**src/rtl/dit4_bfly_sched.sv**
```systemverilog
// Radix-4 DIT butterfly issue scheduler: one butterfly per cycle, stage-by-stage with drain (optional DIT4_SCHED_BITREV_EN).
// Latency: first rd_en one cycle after start; wr_en trails each rd_en by PIPE_LAT cycles.
// Backpressure: hold=1 stalls issue during ISSUE only; in-flight butterflies always complete.
module dit4_bfly_sched #(
    parameter int LOG4N      = 3,
    parameter int ADDR_WIDTH = 2*LOG4N,
    parameter int PIPE_LAT   = 5,
    localparam int BW = ADDR_WIDTH - 2,
    localparam int SW = (LOG4N > 1) ? $clog2(LOG4N) : 1,
    localparam int DW = (PIPE_LAT > 1) ? $clog2(PIPE_LAT) : 1
) (
    input  logic                  clk,
    input  logic                  rst_n,
    input  logic                  start,
    input  logic                  hold,
    output logic                  rd_en,
    output logic [ADDR_WIDTH-1:0] rd_addr0,
    output logic [ADDR_WIDTH-1:0] rd_addr1,
    output logic [ADDR_WIDTH-1:0] rd_addr2,
    output logic [ADDR_WIDTH-1:0] rd_addr3,
    output logic [BW-1:0]         tw_idx,
    output logic                  wr_en,
    output logic [ADDR_WIDTH-1:0] wr_addr0,
    output logic [ADDR_WIDTH-1:0] wr_addr1,
    output logic [ADDR_WIDTH-1:0] wr_addr2,
    output logic [ADDR_WIDTH-1:0] wr_addr3,
    output logic [SW-1:0]         stage,
    output logic                  busy,
    output logic                  done
);

    typedef enum logic [1:0] {IDLE, ISSUE, DRAIN, DONE} state_t;

    localparam logic [BW-1:0] B_LAST = {BW{1'b1}};
    localparam logic [SW-1:0] S_LAST = SW'(LOG4N - 1);
    localparam logic [DW-1:0] D_LAST = DW'(PIPE_LAT - 1);

    state_t          state_q, state_d;
    logic [SW-1:0]   s_q, s_d;
    logic [BW-1:0]   b_q, b_d;
    logic [DW-1:0]   d_q, d_d;

    always_ff @(posedge clk or negedge rst_n) begin
        if (!rst_n) begin
            state_q <= IDLE;
            s_q     <= '0;
            b_q     <= '0;
            d_q     <= '0;
        end else begin
            state_q <= state_d;
            s_q     <= s_d;
            b_q     <= b_d;
            d_q     <= d_d;
        end
    end

    always_comb begin
        state_d = state_q;
        s_d     = s_q;
        b_d     = b_q;
        d_d     = d_q;
        case (state_q)
            IDLE: begin
                if (start) begin
                    state_d = ISSUE;
                    s_d     = '0;
                    b_d     = '0;
                end
            end
            ISSUE: begin
                if (!hold) begin
                    if (b_q == B_LAST) begin
                        state_d = DRAIN;
                        d_d     = '0;
                    end else begin
                        b_d = b_q + 1'b1;
                    end
                end
            end
            DRAIN: begin
                // Wait until the last butterfly of this stage has been written back.
                if (d_q == D_LAST) begin
                    if (s_q == S_LAST) begin
                        state_d = DONE;
                    end else begin
                        state_d = ISSUE;
                        s_d     = s_q + 1'b1;
                        b_d     = '0;
                    end
                end else begin
                    d_d = d_q + 1'b1;
                end
            end
            DONE:    state_d = IDLE;
            default: state_d = IDLE;
        endcase
    end

    assign rd_en = (state_q == ISSUE) && !hold;
    assign stage = s_q;
    assign busy  = (state_q != IDLE);
    assign done  = (state_q == DONE);

    // Two zero bits are inserted at position 2s; leg m fills them, so no carries occur.
    logic [ADDR_WIDTH-1:0] b_ext, span, lo_mask, base;
    logic [ADDR_WIDTH-1:0] rd_addr [4];
    logic [BW-1:0]         tw_raw;

    always_comb begin
        b_ext   = {2'b00, b_q};
        span    = ADDR_WIDTH'(1) << (2*s_q);
        lo_mask = span - 1'b1;
        base    = ((b_ext & ~lo_mask) << 2) | (b_ext & lo_mask);
        tw_raw  = BW'((b_ext & lo_mask) << (2*(LOG4N-1) - 2*int'(s_q)));
        for (int m = 0; m < 4; m++) begin
            rd_addr[m] = rd_en ? (base | (ADDR_WIDTH'(m) << (2*s_q))) : '0;
        end
    end

    assign rd_addr0 = rd_addr[0];
    assign rd_addr1 = rd_addr[1];
    assign rd_addr2 = rd_addr[2];
    assign rd_addr3 = rd_addr[3];
    assign tw_idx   = rd_en ? tw_raw : '0;

    logic [PIPE_LAT-1:0]   vld_pipe;
    logic [ADDR_WIDTH-1:0] addr_pipe [PIPE_LAT][4];

    always_ff @(posedge clk or negedge rst_n) begin
        if (!rst_n) begin
            vld_pipe <= '0;
            for (int i = 0; i < PIPE_LAT; i++) begin
                for (int m = 0; m < 4; m++) begin
                    addr_pipe[i][m] <= '0;
                end
            end
        end else begin
            vld_pipe[0] <= rd_en;
            for (int m = 0; m < 4; m++) begin
                addr_pipe[0][m] <= rd_addr[m];
            end
            for (int i = 1; i < PIPE_LAT; i++) begin
                vld_pipe[i] <= vld_pipe[i-1];
                for (int m = 0; m < 4; m++) begin
                    addr_pipe[i][m] <= addr_pipe[i-1][m];
                end
            end
        end
    end

    assign wr_en = vld_pipe[PIPE_LAT-1];

    logic [ADDR_WIDTH-1:0] wr_addr [4];

`ifdef DIT4_SCHED_BITREV_EN
    function automatic logic [ADDR_WIDTH-1:0] digit_rev(input logic [ADDR_WIDTH-1:0] a);
        logic [ADDR_WIDTH-1:0] r;
        r = '0;
        for (int i = 0; i < LOG4N; i++) begin
            r[2*i +: 2] = a[2*(LOG4N-1-i) +: 2];
        end
        return r;
    endfunction

    // Final-stage writes all land before s advances, so the live stage selects the reversal.
    always_comb begin
        for (int m = 0; m < 4; m++) begin
            wr_addr[m] = (s_q == S_LAST) ? digit_rev(addr_pipe[PIPE_LAT-1][m])
                                         : addr_pipe[PIPE_LAT-1][m];
        end
    end
`else
    always_comb begin
        for (int m = 0; m < 4; m++) begin
            wr_addr[m] = addr_pipe[PIPE_LAT-1][m];
        end
    end
`endif

    assign wr_addr0 = wr_addr[0];
    assign wr_addr1 = wr_addr[1];
    assign wr_addr2 = wr_addr[2];
    assign wr_addr3 = wr_addr[3];

endmodule

```
**config.mk**
```make
export PLATFORM = sky130hd
export DESIGN_NAME = dit4_bfly_sched
export DESIGN_NICKNAME = d
export VERILOG_FILES = /design/src/rtl/dit4_bfly_sched.sv
export SDC_FILE = /design/constraint.sdc
export NUM_CORES = 1
export LEC_CHECK = 0
export BUFFER_PORTS_ARGS = -buffer_cell sky130_fd_sc_hd__buf_2
export CAP_MARGIN = 0
export CORE_MARGIN = 2
export CORE_UTILIZATION = 57
export CTS_CLUSTER_DIAMETER = 80
export DETAILED_ROUTE_END_ITERATION = 6
export PLACE_DENSITY = 0.86
export SLEW_MARGIN = 20
export SYNTH_ARGS = -nofsm -noshare
export SYNTH_HDL_FRONTEND = slang
export SYNTH_SLANG_ARGS = --single-unit
```
**constraint.sdc**
```tcl
create_clock -name clk -period 4 [get_ports clk]
set_input_delay 0.4 -clock clk [delete_from_list [all_inputs] [get_ports clk]]
set_output_delay 0.4 -clock clk [all_outputs]
set_load 0.03 [all_outputs]
```
==> results of run 1 <==
[critical path, cell delays in order, from the launching register on]
cell,delay [ns]
dfrtp_1,0.50
inv_1,0.21
ha_1,0.24
nor2_1,0.09
nor3b_1,0.53
buf_2,0.31
[final cells by class]
class                           instances  area (µm²)
Clock buffer                            9         124
Clock inverter                          6         138
Fill cell                             373        1590
Inverter                               10        37.5
Multi-Input combinational cell         86         607
Sequential cell                        76        1900
Tap cell                               67        83.8
Timing Repair Buffer                   61         308
[worst paths after layout]
check | from | end | slack (ns) | cells after the start
worst min-delay path | rst_n | wr_addr2[4]$_DFF_PN0_ | 0.20 | 1
worst max register to register | stage[0]$_DFFE_PN0P_ | stage[0]$_DFFE_PN0P_ | 2.05 | 5
worst max-delay path | stage[0]$_DFFE_PN0P_ | rd_addr1[5] | 1.38 | 5
worst min register to register | addr_pipe[109]$_DFF_PN0_ | addr_pipe[85]$_DFF_PN0_ | 0.34 | 0
max in group asynchronous | rst_n | addr_pipe[104]$_DFF_PN0_ | 3.24 | 1
min in group clk | addr_pipe[109]$_DFF_PN0_ | addr_pipe[85]$_DFF_PN0_ | 0.34 | 0
[per-stage QoR]
| stage | setup slack (ns) | instance area, µm² | utilization |
|---|---|---|---|
| 2_1_floorplan | 1.40 | 2860 | - |
| 3_3_place_gp | 1.80 | 2940 | 0.614 |
| 3_5_place_dp | 1.75 | 2940 | 0.614 |
| 4_1_cts | 1.37 | 3200 | 0.668 |
| 5_1_grt | 1.24 | 3200 | 0.668 |
| 6_report | 1.38 | 3200 | 0.668 |
[logic make-up (layout without fill, tap and decap cells)]
logic type | count (synthesis) | in the layout | synth area share
flip-flops | 76 | 76 | 0.665
multiplexers | 3 | 3 | 0.0123
AO/OA/AOI/OAI | 32 | 32 | 0.0753
buffers and inverters | 52 | 86 | 0.123
adder cells (fa/ha/maj) | 8 | 8 | 0.0350
AND/OR/NAND/NOR | 43 | 43 | 0.0897
[cells in the mapped netlist, drive strengths merged]
cell type  number
dfrtp          76
ha              8
and3b           2
or2             1
nor3            2
o211ai          2
nor2           13
o21bai          1
nand2           6
nand4           2
nand3b          3
nand2b          5
nor3b           1
o41ai           1
buf            42
o21ai           6
a211o           2
a22o            3
mux2            1
and2            1
a22oi           2
and3            3
a21oi           8
nor2b           2
a32o            1
a31oi           5
a41o            1
mux2i           2
nand3           2
inv            10
[routing by layer]
metal	global-route usage	vias up
met4	0.0853	0
met1	0.217	761
met3	0.0549	11
li1	-	739
met2	0.273	78
met5	0	-
[flip-flops by register name, summed over array words and instances, names as in the netlist]
| register | flops |
|---|---|
| addr_pipe | 48 |
| vld_pipe | 5 |
| wr_addr3 | 5 |
| b_q | 4 |
| wr_addr2 | 4 |
| d_q | 3 |
| stage | 2 |
| state_q | 2 |
| wr_addr1 | 2 |
| wr_addr0 | 1 |
[where the power goes]
group          internal (mW)  total (mW)  switching (mW)
registers              0.991        1.12           0.130
clock network          0.476       0.732           0.256
logic                  0.221       0.793           0.572
[cell usage in the layout (no fill, tap or decap), types with 2 or more instances in the layout]
cell type and instances:
dfrtp_1 76, buf_2 60, nor2_1 11, inv_1 9, clkbuf_8 9, ha_1 8
a21oi_1 7, nand2b_1 5, nand2_1 5, a31oi_1 5, bufinv_16 4, o21ai_0 3
o21ai_1 3, a22o_1 3, and3_1 3, a22oi_1 2, nand3b_1 2, nor2b_1 2
nor3_1 2, mux2i_1 2, and3b_1 2, nand3_1 2, nand4_1 2, a211o_1 2
o211ai_1 2, clkinv_4 2
==> reports/results.txt, run 1 <==
Met2 Wirelength: 2.11 mm
# DRC: 0
synthesized instance count: 214
share of layout cells above drive strength 1: 0.339
# placed instances: 300
largest net degree at the start of global routing: 77
CTS tree: yes
Post-Route WL: 4.33 mm
worst min-delay path class: input pin to async pin
overall routing resource usage: 0.173
Die Ht: 74.8 µm
Max FO, Critical Path: 11
critical path class: flip-flop to primary output
Synth Register Bits: 76
Avg Inst Size Synth: 13.4 µm²
row count: 25
routed length per placed instance: 13.7 µm
initial antenna violation count: 0
routed metal-1 wire length: 1.82 mm
Vias/cell: 5.04
antenna cells: 0
count of clock tree sinks: 76
ANT nets after route: 0
YS warnings: 0
RD Place Congestion: 0.867
Crit. End Element: primary output
Worst-Margin Slew: 0.873 ns
grt total ovfl: 0
first-pass GRT wire length: 7.04 mm
RSZ-0062 raised after global routing: no
max-cap violations: 0
Pwr Density: 827 mW/mm²
Fin. Hold Viols: 0
Synth top area share: 0.665
post-CTS setup buffer count: 0
CORE AREA: 0.00479 mm²
final cell count without fillers: 315
DRT Pass-1 Iters: 5
Clock transition at path regs: 0.08 ns
status: completed
Netlist Area Pre-Place: 0.00286 mm²
Boundary Pins: 62
worst path required time: 3.60 ns
final worst path period share: 0.654
Leak Pwr: 1.71 nW
dpl hpwl: 3.00 mm
die area: 0.00560 mm²
uppermost layer routed: met4
WL met3: 283 µm
top post-synthesis cells by area: dfrtp_1, buf_4, ha_1
register area share after synthesis: 0.665
relative slew slack: 0.418
post-synth top area cell: dfrtp_1
number of global-route vias before repair: 1,446
via count: 1,589
crit path DAT: 2.22 ns
PortBufs: 61
FMAX: 0.382 GHz
Die X: 74.8 µm
cts-stage hold buffer count: 0
area grow syn2layout: 11.9%
total power: 2.65 mW
skew final: 0.0107 ns
Clock Latency Late Sink: 0.33 ns
nets: 256
total negative setup slack: 0 ns
total CTS buffers: 9
post-cts resize count: 0
Max Buffers Root-to-Sink: 2
Starting Density: 0.597
Slew Viols, Final: 0
root buffer cell: clkbuf_8
min Tclk post-route: 2.62 ns
final-report setup violation count: 0
WHS: 0.198 ns
H-tree levels: 3
critical path startpoint category: flip-flop
syn_nets: 226
peak supply drop: 0.325 mV
Initial DRC Count: 100
Yosys cell types: 39
Power figures use the tool's default switching activity.
==> run 2, diff against run 1 <==
Settings changed: CORE_UTILIZATION 57 to 48, PLACE_DENSITY 0.86 to 0.78.
Clock period 4 ns to 2.35 ns, I/O delays scaled along.
==> reports/results.txt, run 2 (same netlist as run 1, synthesis figures left out) <==
Clock power frac: 0.223
CTS tree: yes
Worst-Margin Slew: 0.906 ns
status: completed
Seq pwr share: 0.452
via count: 1,596
Clock transition at path regs: 0.07 ns
RD Place Congestion: 0.815
Max Buffers Root-to-Sink: 2
relative slew slack: 0.396
first-pass GRT wire length: 6.97 mm
Comb power frac: 0.324
Boundary Pins: 62
nets: 257
area grow syn2layout: 10.9%
root buffer cell: clkbuf_8
total CTS buffers: 9
reg2reg path depth: 5
share of layout cells above drive strength 1: 0.372
max-cap violations: 0
reg2reg end: stage[0]$_DFFE_PN0P_
crit path DAT: 1.93 ns
commonest cells after routing, fill and taps aside: dfrtp_1, buf_2, nor2_1
DRT Pass-1 Iters: 4
grt total ovfl: 0
worst min-delay path class: input pin to async pin
overall routing resource usage: 0.148
Starting Density: 0.489
RSZ-0062 raised after global routing: no
PortBufs: 61
total negative setup slack: 0 ns
FMAX: 0.461 GHz
# DRC: 0
Initial DRC Count: 90
largest register by flop count: addr_pipe
critical path's slowest cell: dfrtp_2
row count: 28
total power: 4.21 mW
Fin. Hold Viols: 0
commonest non-fill, non-tap cell in the layout: dfrtp_1
fin util: 0.542
P_int: 2.57 mW
routed length per placed instance: 13.1 µm
Leak Pwr: 1.68 nW
Worst path max stage delay: 0.47 ns
CORE AREA: 0.00585 mm²
final-report setup violation count: 0
Die X: 81.2 µm
peak supply drop: 0.706 mV
FF-to-FF setup slack: 0.58 ns
Clock Latency Late Sink: 0.34 ns
Max FO, Critical Path: 11
Psw: 1.65 mW
final worst path period share: 0.923
Crit. End Element: primary output
worst path required time: 2.12 ns
critical path startpoint category: flip-flop
die area: 0.00659 mm²
final cell count without fillers: 325
skew final: 0.00764 ns
initial antenna violation count: 0
Slew Viols, Final: 0
max FFs per register: 48
Vias/cell: 4.91
critical path class: flip-flop to primary output
number of global-route vias before repair: 1,443
H-tree levels: 3
min Tclk post-route: 2.17 ns
critical-path cell list: inv_1, ha_1, nand2b_1, o21ai_0, nor2b_1, buf_2
Pwr Density: 1330 mW/mm²
Post-Route WL: 4.27 mm
dpl hpwl: 2.90 mm
# placed instances: 309
count of clock tree sinks: 76
RR Startpoint: stage[0]$_DFFE_PN0P_
antenna cells: 0
switching share of power: 0.391
largest net degree at the start of global routing: 77
Die Ht: 81.2 µm
WHS: 0.0117 ns
cts-stage hold buffer count: 0
ANT nets after route: 0
==> run 2: power groups by stage <==
stage	combinational (mW)	sequential, mW	clock [mW]
finish	1.37	1.91	0.940
global route	1.48	1.95	1.04
CTS	1.36	1.91	0.975
detailed placement	1.36	1.93	0
global placement	1.34	1.90	0
floorplan	1.29	1.85	0
==> run 2: cell type report <==
class,count,area [µm²]
Sequential cell,76,1910
Clock buffer,10,128
Timing Repair Buffer,62,315
Inverter,10,37.5
Multi-Input combinational cell,86,628
Fill cell,479,2680
Tap cell,75,93.8
Clock inverter,6,63.8
==> run 2: what timing repair did <==
action / in CTS / in global routing
endpoints found under the setup margin: 0 / 12
resized for setup: 0 / 5
hold endpoints to repair: 0 / 0
setup buffers: 0 / 0
==> run 2: worst max path at each step <==
| stage | slack, ns | from | cells after the start | endpoint |
|---|---|---|---|---|
| global placement | 0.48 | stage[0]$_DFFE_PN0P_ | 6 | tw_idx[2] |
| global route | 0.04 | stage[0]$_DFFE_PN0P_ | 6 | rd_addr0[3] |
| floorplan | 0.12 | stage[0]$_DFFE_PN0P_ | 5 | rd_addr2[0] |
| finish | 0.18 | stage[0]$_DFFE_PN0P_ | 6 | tw_idx[2] |
| CTS | 0.0004 | stage[0]$_DFFE_PN0P_ | 6 | rd_addr1[3] |
| detailed placement | 0.40 | stage[0]$_DFFE_PN0P_ | 6 | rd_addr1[3] |
==> run 2: critical path: cells and delay by family, from the launching register on <==
family                   cells  cell delay (ns)
flip-flops                   1             0.47
AND/OR/NAND/NOR              2             0.34
adder cells (fa/ha/maj)      1             0.26
AO/OA/AOI/OAI                1             0.15
buffers and inverters        2             0.36
==> run 2: per-layer routing <==
layer  global-route usage  part of all wire
met3               0.0522             0.073
met4               0.0966             0.027
met2                0.220              0.48
met5                    0                 0
met1                0.182              0.42
==> run 2: metrics by stage <==
stage | setup slack (ns) | cell area (µm²)
floorplan | 0.122 | 2870
global placement | 0.479 | 2970
detailed placement | 0.395 | 2970
CTS | 0.000404 | 3160
global route | 0.0360 | 3170
finish | 0.182 | 3170
==> run 3, diff against run 2 <==
Settings changed: CORE_UTILIZATION 48 to 46, PLACE_DENSITY 0.78 to 0.75.
==> reports/results.txt, run 3 (same netlist as run 1, synthesis figures left out) <==
status: completed
DRT Pass-1 Iters: 4
row count: 28
total power: 4.26 mW
total CTS buffers: 9
antenna cells: 0
final worst path period share: 0.940
WL met3: 269 µm
Boundary Pins: 62
# DRC: 0
relative slew slack: 0.404
critical path startpoint category: flip-flop
crit path DAT: 1.97 ns
critical path class: flip-flop to primary output
H-tree levels: 3
overall routing resource usage: 0.137
FMAX: 0.453 GHz
count of clock tree sinks: 76
Initial DRC Count: 62
Die Ht: 82.8 µm
root buffer cell: clkbuf_8
dpl hpwl: 2.93 mm
number of global-route vias before repair: 1,546
commonest non-fill, non-tap cell in the layout: dfrtp_1
RD Place Congestion: 0.816
Filler cells: 503
CORE AREA: 0.00596 mm²
Clock transition at path regs: 0.08 ns
largest net degree at the start of global routing: 77
WHS: 0.0224 ns
CTS tree: yes
RSZ-0062 raised after global routing: no
PortBufs: 61
Slew Viols, Final: 0
ANT nets after route: 0
total negative setup slack: 0 ns
Starting Density: 0.480
skew final: 0.00649 ns
peak supply drop: 0.599 mV
Leak Pwr: 1.68 nW
largest register by flop count: addr_pipe
final-report setup violation count: 0
via count: 1,576
Fin. Hold Viols: 0
Worst path max stage delay: 0.48 ns
Crit. End Element: primary output
max-cap violations: 0
initial antenna violation count: 0
Clock Latency Late Sink: 0.33 ns
uppermost layer routed: met4
die area: 0.00686 mm²
worst min-delay path class: input pin to async pin
share of layout cells above drive strength 1: 0.368
Vias/cell: 4.85
routed length per placed instance: 13.3 µm
area grow syn2layout: 11.4%
Die X: 82.8 µm
post-CTS setup buffer count: 0
Worst-Margin Slew: 0.894 ns
Max Buffers Root-to-Sink: 2
commonest cells after routing, fill and taps aside: dfrtp_1, buf_2, nor2_1, clkbuf_8, inv_1
min Tclk post-route: 2.21 ns
nets: 257
max FFs per register: 48
critical path's slowest cell: dfrtp_2
FF-to-FF setup slack: 0.59 ns
Pwr Density: 1340 mW/mm²
Max FO, Critical Path: 11
routed metal-1 wire length: 1.82 mm
Post-Route WL: 4.34 mm
worst path required time: 2.12 ns
grt total ovfl: 0
first-pass GRT wire length: 7.33 mm
Met2 Wirelength: 2.19 mm
critical-path cell list: inv_1, ha_1, nand2b_1, o21ai_0, nor2b_1, buf_2
==> run 3: critical path: cells and delay by family (launching register included) <==
| kind | cells | cell delay (ns) |
|---|---|---|
| buf+inv | 2 | 0.34 |
| compound gates | 1 | 0.20 |
| simple gates | 2 | 0.36 |
| flops | 1 | 0.48 |
| fa+ha+maj | 1 | 0.26 |
==> run 3: per-stage QoR <==
| stage | setup WS [ns] | utilization | cells | cell area, µm² |
|---|---|---|---|---|
| final | 0.140 | 0.535 | 325 | 3180 |
| after global routing | 0.00384 | 0.535 | 325 | 3180 |
| after CTS | 0.00751 | 0.534 | 325 | 3180 |
| after detailed placement | 0.401 | 0.499 | 309 | 2970 |
| after global placement | 0.470 | 0.499 | 309 | 2970 |
| after floorplan | 0.122 | - | 214 | 2870 |
==> run 3: routing by layer <==
| metal | vias to the layer above | GRT usage |
|---|---|---|
| li1 | 733 | - |
| met1 | 781 | 0.172 |
| met2 | 55 | 0.213 |
| met3 | 7 | 0.0487 |
| met4 | 0 | 0.0626 |
| met5 | - | 0 |
==> run 3: what timing repair did <==
action,in CTS,in global routing
gates resized for setup,0,3
endpoints found under the hold margin,0,0
endpoints found under the setup margin,0,10
hold buffers,0,0
==> run 3: layout make-up <==
cell class | instances | area [µm²] | area share
flip-flops and latches | 76 | 1900 | 0.598
multi-input cells | 86 | 624 | 0.196
repair buffers | 62 | 315 | 0.0990
clock buffers | 10 | 138 | 0.0432
well taps | 75 | 93.8 | 0.0295
clock inverters | 6 | 71.3 | 0.0224
inverters | 10 | 37.5 | 0.0118
==> run 3: worst paths after layout <==
kind                                  startpoint                endpoint  cells past startpoint
max reg2reg                 stage[0]$_DFFE_PN0P_    stage[0]$_DFFE_PN0P_                      5
min in group clk                           start  state_q[0]$_DFFE_PN0P_                      3
max in group asynchronous                  rst_n    stage[1]$_DFFE_PN0P_                      1
max                         stage[0]$_DFFE_PN0P_               tw_idx[2]                      6
min reg2reg                vld_pipe[2]$_DFF_PN0_   vld_pipe[3]$_DFF_PN0_                      0
min                                        rst_n   wr_addr3[4]$_DFF_PN0_                      1
==> run 3: power breakdown <==
| part | switching (mW) | total, mW | internal [mW] |
|---|---|---|---|
| sequential | 0.222 | 1.91 | 1.69 |
| clock | 0.464 | 0.990 | 0.526 |
| combinational | 0.972 | 1.36 | 0.384 |
| total | 1.66 | 4.26 | 2.60 |
